## src/rtl/lzd_pkg.sv

```systemverilog
// rtl/lzd_pkg.sv - shared constants and width helper for the pipelined leading-zero detector
package lzd_pkg;

    localparam int MAX_WIDTH = 64;

    function automatic int clog2(input int n);
        int r;
        r = 0;
        for (int i = 0; i < 32; i++) begin
            if (((n - 1) >> i) != 0) begin
                r = i + 1;
            end
        end
        return r;
    endfunction

endpackage

```

## src/rtl/lzd_tree.sv

```systemverilog
// rtl/lzd_tree.sv - combinational recursive leading-zero detector; p is raw (all ones) when v=0
module lzd_tree #(
    parameter int W = 4
) (
    input  logic [W-1:0]         i_a,
    output logic [$clog2(W)-1:0] o_p,
    output logic                 o_v
);

    generate
        if (W == 2) begin : g_leaf
            assign o_v = |i_a;
            assign o_p = ~i_a[1];
        end else begin : g_node
            logic [$clog2(W)-2:0] w_pu;
            logic [$clog2(W)-2:0] w_pl;
            logic                 w_vu;
            logic                 w_vl;

            lzd_tree #(.W(W / 2)) u_hi (
                .i_a (i_a[W-1:W/2]),
                .o_p (w_pu),
                .o_v (w_vu)
            );

            lzd_tree #(.W(W / 2)) u_lo (
                .i_a (i_a[W/2-1:0]),
                .o_p (w_pl),
                .o_v (w_vl)
            );

            assign o_v = w_vu | w_vl;
            assign o_p = w_vu ? {1'b0, w_pu} : {1'b1, w_pl};
        end
    endgenerate

endmodule

```

## src/rtl/lzd_pipe.sv

```systemverilog
// rtl/lzd_pipe.sv - 2-stage leading-zero detector with valid/ready and tag; LZD_NORM_EN adds norm output
module lzd_pipe
    import lzd_pkg::*;
#(
    parameter int  WIDTH = 32,
    parameter int  TAG_W = 4,
    localparam int PBITS = clog2(WIDTH)
) (
    input  logic             clk,
    input  logic             rst_n,
    input  logic             in_valid,
    output logic             in_ready,
    input  logic [WIDTH-1:0] a,
    input  logic [TAG_W-1:0] tag_in,
    output logic             out_valid,
    input  logic             out_ready,
    output logic [PBITS-1:0] p,
    output logic             v,
    output logic [TAG_W-1:0] tag_out
`ifdef LZD_NORM_EN
    ,
    output logic [WIDTH-1:0] norm
`endif
);

    localparam int HW = WIDTH / 2;

    logic             w_stall;
    logic [PBITS-2:0] w_pu;
    logic [PBITS-2:0] w_pl;
    logic             w_vu;
    logic             w_vl;
    logic [PBITS-1:0] w_p;
    logic             w_v;

    logic             r_s1_valid;
    logic [PBITS-2:0] r_pu;
    logic [PBITS-2:0] r_pl;
    logic             r_vu;
    logic             r_vl;
    logic [TAG_W-1:0] r_tag1;

    logic             r_out_valid;
    logic [PBITS-1:0] r_p;
    logic             r_v;
    logic [TAG_W-1:0] r_tag_out;

    // A full output that is not being taken freezes the whole pipe.
    assign w_stall   = r_out_valid & ~out_ready;
    assign in_ready  = ~w_stall;
    assign out_valid = r_out_valid;
    assign p         = r_p;
    assign v         = r_v;
    assign tag_out   = r_tag_out;

    lzd_tree #(.W(HW)) u_tree_hi (
        .i_a (a[WIDTH-1:HW]),
        .o_p (w_pu),
        .o_v (w_vu)
    );

    lzd_tree #(.W(HW)) u_tree_lo (
        .i_a (a[HW-1:0]),
        .o_p (w_pl),
        .o_v (w_vl)
    );

    assign w_v = r_vu | r_vl;
    assign w_p = r_vu ? {1'b0, r_pu} : (r_vl ? {1'b1, r_pl} : '0);

`ifdef LZD_NORM_EN
    logic [WIDTH-1:0] r_a1;
    logic [WIDTH-1:0] r_norm;
    logic [WIDTH-1:0] w_norm;

    assign norm = r_norm;

    always_comb begin
        w_norm = r_a1;
        for (int i = 0; i < PBITS; i++) begin
            if (w_p[i]) begin
                w_norm = w_norm << (1 << i);
            end
        end
    end
`endif

    always_ff @(posedge clk or negedge rst_n) begin
        if (!rst_n) begin
            r_s1_valid <= 1'b0;
            r_pu       <= '0;
            r_pl       <= '0;
            r_vu       <= 1'b0;
            r_vl       <= 1'b0;
            r_tag1     <= '0;
`ifdef LZD_NORM_EN
            r_a1       <= '0;
`endif
        end else if (!w_stall) begin
            r_s1_valid <= in_valid;
            if (in_valid) begin
                r_pu   <= w_pu;
                r_pl   <= w_pl;
                r_vu   <= w_vu;
                r_vl   <= w_vl;
                r_tag1 <= tag_in;
`ifdef LZD_NORM_EN
                r_a1   <= a;
`endif
            end
        end
    end

    always_ff @(posedge clk or negedge rst_n) begin
        if (!rst_n) begin
            r_out_valid <= 1'b0;
            r_p         <= '0;
            r_v         <= 1'b0;
            r_tag_out   <= '0;
`ifdef LZD_NORM_EN
            r_norm      <= '0;
`endif
        end else if (!w_stall) begin
            r_out_valid <= r_s1_valid;
            if (r_s1_valid) begin
                r_p       <= w_p;
                r_v       <= w_v;
                r_tag_out <= r_tag1;
`ifdef LZD_NORM_EN
                r_norm    <= w_norm;
`endif
            end
        end
    end

endmodule
```

## config.mk

```make
export PLATFORM = sky130hd
export DESIGN_NAME = lzd_pipe
export DESIGN_NICKNAME = d
export VERILOG_FILES = /design/src/rtl/lzd_pkg.sv /design/src/rtl/lzd_tree.sv /design/src/rtl/lzd_pipe.sv
export SDC_FILE = /design/constraint.sdc
export NUM_CORES = 1
export LEC_CHECK = 0
export ABC_AREA = 1
export CORE_ASPECT_RATIO = 0.7
export CORE_MARGIN = 1.5
export CORE_UTILIZATION = 38
export CTS_CLUSTER_SIZE = 40
export DETAILED_ROUTE_END_ITERATION = 8
export PLACE_DENSITY = 0.7
export REMOVE_ABC_BUFFERS = 1
export SETUP_SLACK_MARGIN = 0.5
export SLEW_MARGIN = 15
export SYNTH_ARGS = -nofsm -noshare
export SYNTH_HDL_FRONTEND = slang
export SYNTH_SLANG_ARGS = --single-unit
```

## constraint.sdc

```tcl
create_clock -name clk -period 2.85 [get_ports clk]
set_input_delay 0.57 -clock clk [delete_from_list [all_inputs] [get_ports clk]]
set_output_delay 0.57 -clock clk [all_outputs]
set_load 0.1 [all_outputs]
```

After elaboration in Yosys (flattened, before gate mapping)
Cells that the tools add are included.
{"block": "totals", "output_inout_bits": 12, "regBits": 26, "word_cells": 78}
{"block": "op_classes", "n_reduce_logical": 18, "bitwise": 34, "mux": 16}
{"operator": "OR reduction 2 bit", "n": 16}
{"operator": "NOT 1 bit", "n": 18}
{"operator": "2-to-1 mux 2 bit", "n": 8}
{"operator": "OR 1 bit", "n": 15}
{"operator": "2-to-1 mux 3 bit", "n": 4}
{"operator": "2-to-1 mux 5 bit", "n": 2}
{"operator": "2-to-1 mux 4 bit", "n": 2}
{"operator": "AND reduction 2 bit", "n": 2}
{"operator": "AND 1 bit", "n": 1}

Logic depth before layout (Yosys ltp)
{"block": "depth", "ltp_word": 4, "depth_mapped": 7}

Hierarchy
Synthesis repeated with hierarchy kept, for this count alone.
{"block": "unflattened", "hier_cells": 265, "hier_area_um2": 1705.4}
{"module": "lzd_pipe", "cells_each": 123, "area_per_inst_um2": 1097.3, "instances": 1}
{"module": "lzd_tree at u_tree_hi.g_node.u_hi.g_node.u_hi.g_node.u_hi ...", "cells_each": 3, "area_per_inst_um2": 13.8, "instances": 16}
{"module": "lzd_tree at u_tree_hi.g_node.u_hi.g_node.u_hi ...", "cells_each": 5, "area_per_inst_um2": 21.3, "instances": 8}
{"module": "lzd_tree at u_tree_hi.g_node.u_hi ...", "cells_each": 8, "area_per_inst_um2": 32.5, "instances": 4}
{"module": "lzd_tree at u_tree_hi ...", "cells_each": 11, "area_per_inst_um2": 43.8, "instances": 2}

Least setup slack after synthesis
Ideal clock, no wire load.
{"block": "synth_timing", "kind": "flip-flop to flip-flop", "start": "register r_out_valid (netlist: out_valid)", "end": "register r_pu[1]", "path_stages_with_launch": 7, "arrival_ns": 2.040, "path_slack_ns": 0.686, "path_buffers": 1, "required_ns": 2.726, "period_less_slack_ns": 2.164, "cell_sequence": "dfrtp_1 > nand2_2 > nand2_2 > buf_6 > nor2_2 > nand3b_1 > nand3_1"}
{"block": "synth_between", "elab_chain_cells": 3}
{"element": "start, declared", "line": "lzd_pipe.sv:43", "source": "logic r_out_valid;"}
{"element": "start signal, assigned", "line": "lzd_pipe.sv:124", "source": "r_out_valid <= r_s1_valid;"}
{"element": "AND 1 bit", "line": "lzd_pipe.sv:49", "source": "assign w_stall = r_out_valid & ~out_ready;"}
{"element": "NOT 1 bit (no line)"}
{"element": "net in_ready", "line": "lzd_pipe.sv:12", "source": "output logic in_ready,"}
{"element": "AND reduction 2 bit (no line)"}
{"element": "end signal, assigned", "line": "lzd_pipe.sv:102", "source": "r_pu <= w_pu;"}
{"element": "end, declared", "line": "lzd_pipe.sv:37", "source": "logic [PBITS-2:0] r_pu;"}
The timed path passes the listed nets, and every way through them passes these cells.
A chain may end at the register's enable or synchronous reset.

Final worst setup path
{"block": "layout_timing", "start": "input port out_ready", "end": "output port in_ready"}
{"block": "layout_between", "elab_chain_cells": 3}
{"element": "start, declared", "line": "lzd_pipe.sv:16", "source": "input logic out_ready,"}
{"element": "NOT 1 bit", "line": "lzd_pipe.sv:49"}
{"element": "AND 1 bit", "line": "lzd_pipe.sv:49"}
{"element": "NOT 1 bit (no line)"}
{"element": "end, declared", "line": "lzd_pipe.sv:12"}
Every way passes these cells.

==> results.cfg <==
[timing]
fmax_ghz = 0.506
relSlewSlack = 0.647
finalMaxSlewViolations = 0
min_period_ns = 1.98
rsz0062_at_grt = false
fin_crit_sh = 0.693
final-hold-violation-count = 0
final.setup.tns_ns = 0
tightest_slew_ns = 0.529
setup-violations-final = 0
skew_ns = 0.00839

[placement]
dp.final_hpwl_mm = 2.22
port_buffers = 51
globalplace.congestion = 0.745
dp.cells = 294

[cts]
cts_tree = built
cts_setup_buffers = 0
cts_root_buf = clkbuf_8
clockBufferDepth = 2
postCtsHoldBufs = 0
numCtsBuffers = 3
clk_pin_slew_ns = 0.08
clock_sinks = 26
ctsResizeCount = 0
h-tree-depth = 1
clock_latency_ns = 0.27

[min_path]
hold_class = register to register
hp-start = r_pu[2]
whs_path_depth = 2
min_to = r_pu[2]

[setup_path]
crit_arrival_ns = 1.41
cp_max_fo = 4
cp_top_family = buffers and inverters
critPathKind = input port to output pin
crit_buf_inv = 3
cp_cell_sequence = clkdlybuf4s50_1 -> inv_1 -> nand2_2 -> buf_12
timing.rr.start = out_valid
r2r_end = r_vu
max_stage_delay_ns = 0.49
regToRegSetupSlack_ns = 1.46
cp_slowest_cell = clkdlybuf4s50_1
cp-start-kind = input port
ff2ff_path_depth = 6
crit_path_end_kind = output pin
crit_required_ns = 2.28

[finish]
nNetsFinal = 289
drive_above_1_share = 0.0968
n_antenna_cell = 0
syn_to_final_growth_pct = 43.2
fin_cells = 298
fill_cells = 350

[detailed_routing]
dr.pass1.iters = 4
via_per_inst = 4.37
dr_total_vias = 1301
drt_iter0_markers = 60
drcViolationCount = 0
ant_nets = 0
wire_per_inst_microns = 9.33
wl_mm = 2.78

[floorplan]
num_rows = 18
dieHeight_microns = 53.6
die_area_sq_um = 4040
die_x_microns = 75.3
coreArea_sq_um = 3510
start_util = 0.396
io_pins = 52

[logic_synthesis]
ys_types = 16
synth_warnings = 0
ys_seq_area_frac = 0.468
avgSynthCellArea_sq_um = 7.14
synth_area_sq_um = 1390
synth_seq_cells = 26
synth_top_area_frac = 0.468
synthCells = 195
synth_top_area_cell = dfrtp_1
synth.area.top_cells = dfrtp_1 (47%), nand2_1 (15%), nor2_1 (9.4%), inv_1 (7.6%), o21ai_0 (5.4%)

[power]
switching_share = 0.410
power_density_nw_per_um2 = 646
p_sw_uw = 527
clkPwrFrac = 0.230
ir_drop_uv = 313
p_int_uw = 760
power.share.sequential = 0.357
power_leakage_nw = 0.999
comb_power_share = 0.413

[global_route]
grtUsageTotal = 0.155
grt_max_degree = 27
grt_pass1_vias = 1144
gr-total-overflow = 0
grt_pass1_wl_mm = 4.82
antenna_found_initial = 0

[run_status]
status = completed

[job]
maxCapViolCount = 0
==> routing by layer <==
layer | part of all wire | GRT usage | vias up
li1 | - | - | 711
met1 | 0.52 | 0.204 | 548
met2 | 0.41 | 0.262 | 40
met3 | 0.061 | 0.0356 | 2
met4 | 0.0061 | 0.0357 | 0
met5 | 0 | 0 | -
==> metrics by stage <==
stage	total power, mW	utilization	setup WS, ns	area [sq um]	hold WS [ns]
global placement	0.997	0.547	0.874	1920	0.470
finish	1.29	0.567	0.874	1990	0.489
CTS	1.30	0.567	0.866	1990	0.493
global route	1.35	0.567	0.804	1990	0.520
floorplan	0.838	-	0.665	1360	0.274
detailed placement	1.00	0.547	0.846	1920	0.471
==> layout make-up <==
cell class                 count  area [sq um]  area share
timing repair buffer          52           500       0.251
multi-input combinational    137           596       0.299
inverter                      29           111      0.0559
tap                           50          62.6      0.0314
sequential                    26           651       0.327
clock inverter                 1          30.0      0.0151
clock buffer                   3          41.3      0.0207
==> worst min-delay path, cell delays in order (launching register included) <==
cell and delay [ns]:
dfrtp_1 0.35, nand2_1 0.06, nand2_1 0.05
==> power by group through the flow <==
| stage | logic [mW] | registers (mW) | clock network (mW) |
|---|---|---|---|
| after floorplan | 0.115 | 0.723 | 0 |
| after global placement | 0.531 | 0.466 | 0 |
| after detailed placement | 0.536 | 0.466 | 0 |
| after CTS | 0.537 | 0.460 | 0.302 |
| after global routing | 0.569 | 0.467 | 0.319 |
| final | 0.532 | 0.459 | 0.296 |
==> cells in the final DEF, fill, tap and decap left out <==
cell type	instances
clkbuf_8	3
clkdlybuf4s50_1	39
nand2_2	2
inv_1	28
buf_4	12
o21ai_0	15
nor2_4	1
o21ai_1	4
nor3_1	2
nor2_2	3
bufinv_16	1
nor2_1	35
a21oi_1	8
buf_12	1
nand3b_1	1
nand2_1	57
dfrtp_1	26
a22oi_1	4
inv_4	1
nand3_1	5
==> worst max path at each step <==
stage	from	end	slack (ns)	cells past startpoint
2_1_floorplan	out_valid	r_pl[0]	0.67	5
3_3_place_gp	out_ready	in_ready	0.87	4
3_5_place_dp	in_valid	r_vu	0.85	6
4_1_cts	out_ready	in_ready	0.87	4
5_1_grt	out_ready	in_ready	0.80	4
6_report	out_ready	in_ready	0.87	4
==> cells by family (layout without fill, tap and decap cells) <==
kind of cell	count (synthesis)	after routing	synth area share
AO/OA/AOI/OAI	31	31	0.119
AND/OR/NAND/NOR	106	106	0.309
flip-flops	26	26	0.468
buffers and inverters	32	85	0.104
==> flip-flops by register name, summed over array words and instances (netlist names) <==
signal and cells:
v 1, r_tag1 4, r_vu 1, r_vl 1, p 5, r_pl 4, r_s1_valid 1, out_valid 1
tag_out 4, r_pu 4
==> cells in the mapped netlist <==
library cell	n
nand2_1	57
nor2_1	35
inv_1	28
dfrtp_1	26
o21ai_0	15
a21oi_1	8
nand3_1	5
a22oi_1	4
o21ai_1	4
buf_6	3
nor2_2	3
nand2_2	2
nor3_1	2
inv_4	1
nand3b_1	1
nor2_4	1
Power figures use the tool's default switching activity.
